--- src/rtl/branch_ctrl.sv ---
// Multi-cycle branch resolution controller: evaluates one conditional
// branch at a time and computes its target. A taken, aligned branch issues
// a fetch redirect, which is followed by a one-cycle pipeline flush.
// Saturating statistics counters track branches evaluated and branches taken.
module branch_ctrl #(
  parameter int XLEN  = 32,
  parameter int CNT_W = 16
) (
  input  logic             clk,
  input  logic             rst_n,
  input  logic             br_valid,
  output logic             br_ready,
  input  logic [XLEN-1:0]  br_pc,
  input  logic [XLEN-1:0]  br_rs1_data,
  input  logic [XLEN-1:0]  br_rs2_data,
  input  logic [11:0]      br_imm,
  input  logic [2:0]       br_control,
  output logic             redirect_valid,
  output logic [XLEN-1:0]  redirect_pc,
  input  logic             redirect_ready,
  output logic             flush,
  output logic             misalign_err,
  output logic             busy,
  input  logic             cnt_clr,
  output logic [CNT_W-1:0] branch_cnt,
  output logic [CNT_W-1:0] taken_cnt
);

  // Condition codes follow the RISC-V funct3 encoding of the branch decoder
  localparam logic [2:0] BR_BEQ  = 3'b000;
  localparam logic [2:0] BR_BNE  = 3'b001;
  localparam logic [2:0] BR_BLT  = 3'b100;
  localparam logic [2:0] BR_BGE  = 3'b101;
  localparam logic [2:0] BR_BLTU = 3'b110;
  localparam logic [2:0] BR_BGEU = 3'b111;

  typedef enum logic [1:0] {IDLE, EVAL, REDIRECT, FLUSH} state_t;

  state_t            state;
  logic [XLEN-1:0]   pc_q;
  logic [XLEN-1:0]   rs1_q;
  logic [XLEN-1:0]   rs2_q;
  logic [11:0]       imm_q;
  logic [2:0]        ctl_q;

  logic              taken;
  logic [XLEN-1:0]   target;
  logic [CNT_W-1:0]  cnt_max;

  assign br_ready = (state == IDLE);
  assign busy     = (state != IDLE);
  assign cnt_max  = '1;

  // Condition evaluation and target computation from the captured branch
  always_comb begin
    taken  = (rs1_q == rs2_q);
    target = pc_q + {{(XLEN-13){imm_q[11]}}, imm_q, 1'b0};
    case (ctl_q)
      BR_BEQ:  taken = (rs1_q == rs2_q);
      BR_BNE:  taken = (rs1_q != rs2_q);
      BR_BLT:  taken = ($signed(rs1_q) <  $signed(rs2_q));
      BR_BGE:  taken = ($signed(rs1_q) >= $signed(rs2_q));
      BR_BLTU: taken = (rs1_q <  rs2_q);
      BR_BGEU: taken = (rs1_q >= rs2_q);
      default: taken = (rs1_q == rs2_q);
    endcase
  end

  // Control FSM with registered redirect, flush and misalignment outputs
  always_ff @(posedge clk) begin
    if (!rst_n) begin
      state          <= IDLE;
      pc_q           <= '0;
      rs1_q          <= '0;
      rs2_q          <= '0;
      imm_q          <= '0;
      ctl_q          <= '0;
      redirect_valid <= 1'b0;
      redirect_pc    <= '0;
      flush          <= 1'b0;
      misalign_err   <= 1'b0;
    end else begin
      flush        <= 1'b0;
      misalign_err <= 1'b0;
      case (state)
        IDLE: begin
          if (br_valid) begin
            pc_q  <= br_pc;
            rs1_q <= br_rs1_data;
            rs2_q <= br_rs2_data;
            imm_q <= br_imm;
            ctl_q <= br_control;
            state <= EVAL;
          end
        end
        EVAL: begin
          if (!taken) begin
            state <= IDLE;
          end else if (target[1:0] != 2'b00) begin
            misalign_err <= 1'b1;
            state        <= IDLE;
          end else begin
            redirect_valid <= 1'b1;
            redirect_pc    <= target;
            state          <= REDIRECT;
          end
        end
        REDIRECT: begin
          if (redirect_ready) begin
            redirect_valid <= 1'b0;
            flush          <= 1'b1;
            state          <= FLUSH;
          end
        end
        FLUSH: begin
          state <= IDLE;
        end
        default: state <= IDLE;
      endcase
    end
  end

  // Saturating statistics counters; clear wins over a same-cycle increment
  always_ff @(posedge clk) begin
    if (!rst_n || cnt_clr) begin
      branch_cnt <= '0;
      taken_cnt  <= '0;
    end else if (state == EVAL) begin
      if (branch_cnt != cnt_max) branch_cnt <= branch_cnt + CNT_W'(1);
      if (taken && (taken_cnt != cnt_max)) taken_cnt <= taken_cnt + CNT_W'(1);
    end
  end

endmodule
--- config.mk ---
export PLATFORM = sky130hd
export DESIGN_NAME = branch_ctrl
export DESIGN_NICKNAME = d
export VERILOG_FILES = /design/src/rtl/branch_ctrl.sv
export SDC_FILE = /design/constraint.sdc
export NUM_CORES = 1
export LEC_CHECK = 0
export CAP_MARGIN = 20
export CORE_ASPECT_RATIO = 0.8
export CORE_MARGIN = 3
export CORE_UTILIZATION = 52
export DETAILED_ROUTE_END_ITERATION = 12
export GPL_ROUTABILITY_DRIVEN = 0
export HOLD_SLACK_MARGIN = 0.12
export PLACE_DENSITY = 0.8
export SETUP_SLACK_MARGIN = 0.5
export SYNTH_ARGS = -nofsm -noshare
export SYNTH_HDL_FRONTEND = slang
export SYNTH_SLANG_ARGS = --single-unit
--- constraint.sdc ---
create_clock -name clk -period 4 [get_ports clk]
set_clock_uncertainty 0.2 [all_clocks]
set_input_delay 0.6 -clock clk [delete_from_list [all_inputs] [get_ports clk]]
set_output_delay 0.6 -clock clk [all_outputs]
set_load 0.005 [all_outputs]
==> flow_summary.json, run 1 <==
{
  "outcome": "finished, final reports clean",
  "finalInstanceArea_um2": 12400,
  "rrSetupSlack_ns": 0.54,
  "min_period_ns": 3.46,
  "drc": 0,
  "grt_pass1_vias": 8081,
  "die_area_um2": 19500,
  "crit_fanout": 6,
  "grt_pass1_wl_um": 38900,
  "power_density_nw_per_um2": 358,
  "rsz0062_at_grt": "true",
  "hold_viol": 0,
  "pre_cts_ws_ns": 0.0644,
  "grt.overflow.total": 0,
  "start_kind": "flip-flop",
  "ys_warn_count": 0,
  "endpoint_kind": "flip-flop",
  "die_h_um": 125,
  "core-area_um2": 17400,
  "antenna_left": 0,
  "cts_root_buf": "clkbuf_16",
  "grt_use_total_pct": 24.1,
  "crit_buf_inv": 2,
  "leakagePower_nw": 4.75,
  "synth-main-ff-cell": "dfxtp_1",
  "switching_share_pct": 26.3,
  "finalSetupViolCount": 0,
  "worst_pin_slew_ns": 0.867,
  "cp_slowest_cell": "or4_1",
  "ys_top_cells_by_count": "nand2_1 (286), dfxtp_1 (180), a21boi_0 (112)",
  "htreeDepth": 4,
  "grt_max_degree": 104,
  "place_area_um2": 11300,
  "hold_class": "reg -> reg",
  "yosysTopAreaCell": "dfxtp_1",
  "timing.final.crit_share_pct": 86.4,
  "syn_nets": 1322,
  "place_hpwl_um": 16700,
  "clkLatencyLatePin_ns": 0.43,
  "synth-seq-area-share_pct": 38.8,
  "die_w_um": 155,
  "cts_buffers": 17,
  "power_frac_clock_pct": 39.9,
  "power_frac_comb_pct": 16.7,
  "max-slew-margin-rel_pct": 42.2,
  "dr.first_iter.drc_count": 541,
  "vdd_drop_max_v": 0.000243,
  "vias": 8488,
  "cts_max_path_buffers": 2,
  "synth_cell_type_count": 54,
  "max_stage_delay_ns": 0.48,
  "async_reset_ff_share_pct": 0,
  "dp.cells": 1513,
  "cts_tree": "done",
  "postSynthCellCount": 1141,
  "yosysTopAreaCellShare_pct": 38.8,
  "path_cells": "inv_1, ha_4, nand4_1, nor4_2, nand2_2, a21oi_4, buf_6, or2_4, a21oi_2, o2111a_2, or3_4, or4_1, a21oi_1",
  "start_util_pct": 53.2,
  "io_pins": 185,
  "antenna_found_initial": 1,
  "synth_edf_count": 0,
  "setup_tns_ns": 0,
  "path_clk_slew_ns": 0.07,
  "path_class": "reg -> reg",
  "rows": 43,
  "wirelength_um": 24300,
  "port-buffer-count": 184,
  "drive_gt1_share_pct": 8.48,
  "fmax_mhz": 289,
  "route.detailed.wl_per_inst_um": 15.6,
  "p_switching_mw": 1.16,
  "yosysMostFrequentCell": "nand2_1",
  "drtPass1Iterations": 6,
  "seqPwrFrac_pct": 43.3,
  "slew_violations": 0,
  "syn_area_um2": 9280,
  "final_nets": 1500,
  "netlist_top_cells_area": "dfxtp_1 (39%), nand2_1 (12%), a21boi_0 (9.1%), ha_1 (8.6%), a21oi_1 (3.2%)",
  "avgViaCountPerCell": 5.45,
  "syn_area_per_cell_um2": 8.13,
  "cap_viol_max_count": 0,
  "crit_family": "simple AND/OR/NAND/NOR gates",
  "p_int_mw": 3.27,
  "cts_num_sinks": 180,
  "fill_cells": 1416,
  "syn_to_final_growth_pct": 33.4,
  "cp.arrival_ns": 3.61,
  "final-instance-count-excl-fill": 1558,
  "critPathRequiredTime_ns": 4.15,
  "ys_ff_latch": 180,
  "hold_buffers": 0,
  "fin_ws_ns": 0.544
}
metrics by stage:
step           utilization, %  hold slack [ns]  power [mW]
6_report                 71.0            0.258        4.43
5_1_grt                  71.0            0.281        4.61
3_3_place_gp             65.0            0.246        2.60
3_5_place_dp             65.0            0.256        2.62
2_1_floorplan               -            0.236        2.36
4_1_cts                  69.3            0.266        4.39
cells by family (layout without fill, tap and decap cells):
kind of cell / count (synthesis) / in the layout / share of synthesized area (%)
other: 0 / 1 / 0
AOI/OAI and AO/OA: 268 / 268 / 19.4
muxes: 25 / 25 / 2.71
xor gates and xnor gates: 41 / 41 / 3.87
and+or+nand+nor: 465 / 467 / 22.4
buffers and inverters: 97 / 286 / 3.99
DFF: 180 / 180 / 38.8
adders and majority gates: 65 / 65 / 8.84
layout by cell type, fill, tap and decap left out, types with 24 or more instances in the layout:
master           instances
nand2_1                283
inv_1                   43
nor2_1                  52
mux2i_1                 24
a21boi_0               112
nor2b_1                 29
clkdlybuf4s50_1        183
ha_1                    56
o21ai_0                 27
dfxtp_1                172
a21oi_1                 54
path summary, 6_finish.rpt:
check | start | endpoint | depth (start not counted)
hold reg to reg | redirect_pc[27] | redirect_pc[27] | 2
setup reg to reg | rs2_q[16] | taken_cnt[5] | 13
hold / removal | redirect_pc[27] | redirect_pc[27] | 2
setup / recovery | rs2_q[16] | taken_cnt[5] | 13
power groups by stage:
stage / sequential, mW / clock [mW] / combinational, mW
final: 1.92 / 1.77 / 0.742
after global routing: 1.93 / 1.86 / 0.825
after CTS: 1.92 / 1.78 / 0.688
after detailed placement: 1.96 / 0 / 0.660
after global placement: 1.95 / 0 / 0.645
after floorplan: 1.95 / 0 / 0.414
tightest hold or removal path, stage by stage, from the launching register on:
cell and delay (ns):
dfxtp_1 0.31, nand2_1 0.05, o21ai_0 0.06
routing by layer:
metal / wire length, um / vias to the layer above / GRT usage, % / share of wire (%)
li1: - / 4264 / - / -
met1: 11500 / 3937 / 33.7 / 47
met2: 10800 / 259 / 37.5 / 45
met3: 1540 / 28 / 5.43 / 6.4
met4: 399 / 0 / 7.00 / 1.6
met5: 0 / - / 0 / 0
sequential cells by signal (all words and copies together), names as in the netlist, 3 cells and up, named ones only:
name         flops
branch_cnt      16
ctl_q            3
rs1_q           32
redirect_pc     32
pc_q            32
rs2_q           32
taken_cnt       16
imm_q           12
cell type report:
class	count	area, um2	share of cell area, %
clock buffer	22	474	3.83
clock inverter	10	148	1.19
timing repair buffer	209	2100	16.9
tap	225	282	2.27
multi-input combinational	866	5600	45.2
inverter	45	169	1.36
antenna	1	2.50	0.0202
sequential	180	3610	29.2
repair_timing:
item	CTS	global route
cloned	2	1
buffers inserted	3	6
setup endpoints to repair	30	49
gates resized for setup	16	49
pin swaps	8	23
Note: power is estimated with default switching activity, not from simulation.
==> inputs of run 2 (changes only) <==
==> constraint.sdc (replaced) <==
create_clock -name clk -period 4 [get_ports clk]
set_clock_uncertainty 0.2 [all_clocks]
set_input_delay 0.8 -clock clk [delete_from_list [all_inputs] [get_ports clk]]
set_output_delay 0.8 -clock clk [all_outputs]
set_load 0.005 [all_outputs]
==> run 2 against run 1 <==
  * Flip-flop and latch count unchanged
  * Core utilization increased by 0.53 points
  * Setup slack got worse by 0.16 ns
  * Non-clock buffer count decreased by 5
  * Power increased by 0.77%
  * Wire length increased by 2.3%
  * Register-to-register slack got worse by 0.16 ns
  * Largest cell class unchanged
==> flow_summary.json, run 2 (synthesis results as in run 1) <==
{
  "outcome": "finished, final reports clean",
  "cts_num_sinks": 180,
  "vdd_drop_max_v": 0.000251,
  "place_hpwl_um": 16500,
  "die_area_um2": 19500,
  "dr.first_iter.drc_count": 571,
  "hold_viol": 0,
  "timing.final.crit_share_pct": 90.4,
  "finalInstanceArea_um2": 12500,
  "antenna_found_initial": 1,
  "start_kind": "flip-flop",
  "htreeDepth": 4,
  "wirelength_um": 24800,
  "worst_pin_slew_ns": 1.05,
  "final_common_cell": "nand2_1",
  "crit_path_frequent_cell": "a21oi_2",
  "grt_pass1_wl_um": 39000,
  "die_h_um": 125,
  "cts_tree": "done",
  "power_frac_clock_pct": 40.4,
  "avgViaCountPerCell": 5.47,
  "drtPass1Iterations": 5,
  "crit_fanout": 5,
  "finalSetupViolCount": 0,
  "place_area_um2": 11300,
  "final_nets": 1496,
  "leakagePower_nw": 4.74,
  "grt.overflow.total": 0,
  "pre_cts_ws_ns": 0.0198,
  "grt_use_total_pct": 24.2,
  "endpoint_kind": "flip-flop",
  "path_cells": "inv_2, ha_4, nand4_1, nor4_2, nand2_1, a21oi_4, buf_6, or2_2, a21oi_2, o2111a_2, or3_4, or4_4, a21oi_2",
  "hold_class": "reg -> reg",
  "rows": 43,
  "antenna_left": 0,
  "drc": 0,
  "cts_root_buf": "clkbuf_16",
  "vias": 8504,
  "p_int_mw": 3.25,
  "crit_family": "simple AND/OR/NAND/NOR gates",
  "final_cell_mix": "nand2_1 (285), clkdlybuf4s50_1 (183), dfxtp_1 (173), a21boi_0 (112), ha_1 (54)",
  "max_stage_delay_ns": 0.54,
  "cp_slowest_cell": "or4_4",
  "slew_violations": 0,
  "cp.arrival_ns": 3.77,
  "port-buffer-count": 184,
  "power_density_nw_per_um2": 358,
  "path_clk_slew_ns": 0.07,
  "fin_ws_ns": 0.385,
  "hold_slack_ns": 0.265,
  "syn_to_final_growth_pct": 34.4,
  "critPathRequiredTime_ns": 4.15,
  "fmax_mhz": 277,
  "cap_viol_max_count": 0,
  "rsz0062_at_grt": "true",
  "power_frac_comb_pct": 16.6,
  "seqPwrFrac_pct": 43.0,
  "die_w_um": 155,
  "switching_share_pct": 27.3,
  "io_pins": 185,
  "clkLatencyLatePin_ns": 0.43,
  "route.detailed.wl_per_inst_um": 16.0,
  "crit_buf_inv": 2,
  "cts_max_path_buffers": 2,
  "start_util_pct": 53.2,
  "path_class": "reg -> reg",
  "grt_max_degree": 104,
  "min_period_ns": 3.61,
  "setup_tns_ns": 0,
  "cts_buffers": 17,
  "grt_pass1_vias": 8013,
  "drive_gt1_share_pct": 9.49,
  "max-slew-margin-rel_pct": 29.6,
  "fill_cells": 1373,
  "core-area_um2": 17400,
  "p_switching_mw": 1.22
}
-- run 2: cell types whose count changed in the layout (fill, tap and decap cells not counted), sizes merged --
cell      before  now
clkinv         6    3
clkinvlp       0    2
clkbuf        23   19
inv           46   51
buf           25   20
or3            8    9
-- run 2: layout make-up --
cell class | instances | area (um2) | share of cell area (%)
Tap cell | 225 | 282 | 2.26
Antenna cell | 1 | 2.50 | 0.0201
Timing Repair Buffer | 204 | 2070 | 16.6
Inverter | 45 | 169 | 1.35
Multi-Input combinational cell | 867 | 5710 | 45.7
Sequential cell | 180 | 3610 | 29.0
Clock inverter | 14 | 194 | 1.55
Clock buffer | 18 | 439 | 3.52
-- run 2: repair_timing --
action	4_1_cts	5_1_grt
hold buffers	0	0
cloned	2	2
setup buffers	3	4
pin swaps	3	24
setup endpoints to repair	32	49
resized for setup	12	75
-- run 2: worst paths after layout --
| check | startpoint | endpoint | slack [ns] | cells past startpoint |
|---|---|---|---|---|
| hold reg to reg | rs2_q[15] | rs2_q[15] | 0.26 | 2 |
| hold / removal | rs2_q[15] | rs2_q[15] | 0.26 | 2 |
| setup / recovery | rs2_q[17] | taken_cnt[5] | 0.39 | 13 |
| setup reg to reg | rs2_q[17] | taken_cnt[5] | 0.39 | 13 |
-- run 2: worst min-delay path, cell delays in order, from the launching register on --
cell and delay, ns:
dfxtp_1 0.31, nand2_1 0.05, a21boi_0 0.06
-- run 2: layer usage --
metal | global-route usage [%] | vias to the layer above | share of wire (%)
met4 | 6.54 | 0 | 1.2
li1 | - | 4267 | -
met5 | 0 | - | 0
met3 | 4.98 | 25 | 6.7
met2 | 37.7 | 276 | 45
met1 | 34.2 | 3936 | 47
-- run 2: power by group through the flow --
stage	clock network (mW)	registers, mW	logic [mW]
finish	1.81	1.92	0.740
global route	1.89	1.93	0.822
CTS	1.82	1.92	0.683
detailed placement	0	1.96	0.661
global placement	0	1.95	0.649
floorplan	0	1.95	0.414
-- run 2: metrics by stage --
stage	util [%]	instances	power, mW
floorplan	-	1141	2.36
global placement	65.1	1510	2.60
detailed placement	65.1	1510	2.62
CTS	69.2	1547	4.42
global route	71.6	1554	4.64
finish	71.6	1554	4.47
==> inputs of run 3 (changes only) <==
--- a/config.mk
+++ b/config.mk
@@ -8,8 +8,9 @@
 export CAP_MARGIN = 20
 export CORE_ASPECT_RATIO = 0.8
 export CORE_MARGIN = 3
-export CORE_UTILIZATION = 52
+export CORE_UTILIZATION = 64
 export DETAILED_ROUTE_END_ITERATION = 12
+export DONT_BUFFER_PORTS = 1
 export GPL_ROUTABILITY_DRIVEN = 0
 export HOLD_SLACK_MARGIN = 0.12
 export PLACE_DENSITY = 0.8
==> run 3 against run 2 <==
  * Hold slack worse by 0.0048 ns
  * Critical path depth shrank 1
  * Setup slack improved by 0.17 ns
  * Maximum frequency rose by 5.0%
  * Final cell count fell by 15%
  * Largest cell class unchanged
==> flow_summary.json, run 3 (synthesis results as in run 1) <==
{
  "path_clk_slew_ns": 0.07,
  "power_frac_clock_pct": 39.4,
  "p_int_mw": 2.92,
  "cts_root_buf": "clkbuf_16",
  "crit_fanout": 5,
  "drive_gt1_share_pct": 7.98,
  "timing.final.crit_share_pct": 86.1,
  "min_period_ns": 3.44,
  "cts_max_path_buffers": 2,
  "max-slew-margin-rel_pct": 31.4,
  "setup_tns_ns": 0,
  "rows": 38,
  "max_stage_delay_ns": 0.48,
  "hp-start": "rs2_q[28]",
  "final-instance-count-excl-fill": 1320,
  "holdPathStages": 2,
  "antennaDiodeCount": 0,
  "hold_slack_ns": 0.260,
  "finalSetupViolCount": 0,
  "final_cell_mix": "nand2_1 (284), dfxtp_1 (175), a21boi_0 (112), ha_1 (59), a21oi_1 (54)",
  "path_class": "reg -> reg",
  "antenna_found_initial": 0,
  "die_w_um": 141,
  "drc": 0,
  "grt_pass1_vias": 7031,
  "io_pins": 185,
  "die_h_um": 114,
  "reg2regPathDepth": 12,
  "cap_viol_max_count": 0,
  "cp_slowest_cell": "or4_1",
  "place_area_um2": 9420,
  "route.detailed.wl_per_inst_um": 16.5,
  "final_nets": 1308,
  "wirelength_um": 21700,
  "place_hpwl_um": 14800,
  "vdd_drop_max_v": 0.000327,
  "critPathRequiredTime_ns": 4.16,
  "hold_viol": 0,
  "cts_num_sinks": 180,
  "cts_buffers": 17,
  "outcome": "finished, final reports clean",
  "syn_to_final_growth_pct": 10.2,
  "crit-reg2reg-launch": "rs2_q[23]",
  "slew_violations": 0,
  "final_common_cell": "nand2_1",
  "min_to": "rs2_q[28]",
  "dr.first_iter.drc_count": 554,
  "antenna_left": 0,
  "power_density_nw_per_um2": 400,
  "r2r_end": "taken_cnt[15]",
  "cts_tree": "done",
  "power_frac_comb_pct": 13.7,
  "finalInstanceArea_um2": 10200,
  "hold_buffers": 0,
  "drtPass1Iterations": 8,
  "grt_pass1_wl_um": 34400,
  "leakagePower_nw": 3.96,
  "hold_class": "reg -> reg",
  "vias": 7727,
  "core-area_um2": 13900,
  "dp.cells": 1281,
  "start_util_pct": 66.9,
  "htreeDepth": 4,
  "fmax_mhz": 290,
  "rsz0062_at_grt": "true",
  "start_kind": "flip-flop",
  "endpoint_kind": "flip-flop",
  "seqPwrFrac_pct": 46.9,
  "rrSetupSlack_ns": 0.56,
  "clkLatencyLatePin_ns": 0.44,
  "p_total_mw": 4.09,
  "switching_share_pct": 28.6,
  "grt.overflow.total": 0,
  "grt_max_degree": 153,
  "grt_use_total_pct": 26.3,
  "path_cells": "inv_1, ha_4, nand4_1, nor4_2, nand2_2, a21oi_4, o21ai_1, a311o_1, o2111a_2, or3_4, or4_1, a21oi_1",
  "critical_path.startpoint": "rs2_q[23]",
  "cp.arrival_ns": 3.60,
  "port-buffer-count": 0,
  "p_switching_mw": 1.17,
  "die_area_um2": 16000,
  "worst_pin_slew_ns": 1.03,
  "avgViaCountPerCell": 5.85
}
[run 3: what timing repair did]
action,CTS,global route
buffers inserted,2,3
gates cloned,1,1
endpoints found under the setup margin,41,47
pin swaps,2,18
resized for setup,5,39
endpoints found under the hold margin,0,0
[run 3: how the worst max path moves through the flow]
stage / endpoint / slack [ns]
global placement: taken_cnt[7] / 0.17
CTS: taken_cnt[5] / 0.49
global route: taken_cnt[5] / 0.36
finish: taken_cnt[15] / 0.56
floorplan: redirect_pc[29] / 0.58
detailed placement: taken_cnt[7] / 0.12
[run 3: power by group through the flow]
stage | Clock [mW] | Sequential, mW | Combinational [mW]
6_report | 1.61 | 1.92 | 0.560
5_1_grt | 1.71 | 1.93 | 0.635
4_1_cts | 1.63 | 1.92 | 0.521
3_5_place_dp | 0 | 1.96 | 0.506
3_3_place_gp | 0 | 1.96 | 0.496
2_1_floorplan | 0 | 1.95 | 0.414
[run 3: final cells by class]
type | count | area [um2]
flip-flops and latches | 180 | 3610
well taps | 180 | 225
inverters | 45 | 169
fillers | 1093 | 3650
repair buffers | 17 | 146
clock inverters | 15 | 140
multi-input cells | 866 | 5510
clock buffers | 17 | 425
[run 3: metal layers]
metal	track usage (%)	vias up	share of wire, %
met4	7.94	0	1.7
li1	-	3893	-
met2	40.1	267	44
met5	0	-	0
met3	8.59	35	8.7
met1	36.0	3532	46
[run 3: critical path, delay by kind of cell, from the launching register on]
kind            cells  cell delay (ns)
fa+ha+maj           1             0.29
flops               1             0.33
buf+inv             1             0.07
simple gates        5             1.51
compound gates      5             0.94
[run 3: metrics by stage]
| step | util, % | setup slack, ns |
|---|---|---|
| 2_1_floorplan | - | 0.584 |
| 3_3_place_gp | 67.8 | 0.167 |
| 3_5_place_dp | 67.8 | 0.124 |
| 4_1_cts | 72.3 | 0.492 |
| 5_1_grt | 73.7 | 0.357 |
| 6_report | 73.7 | 0.556 |
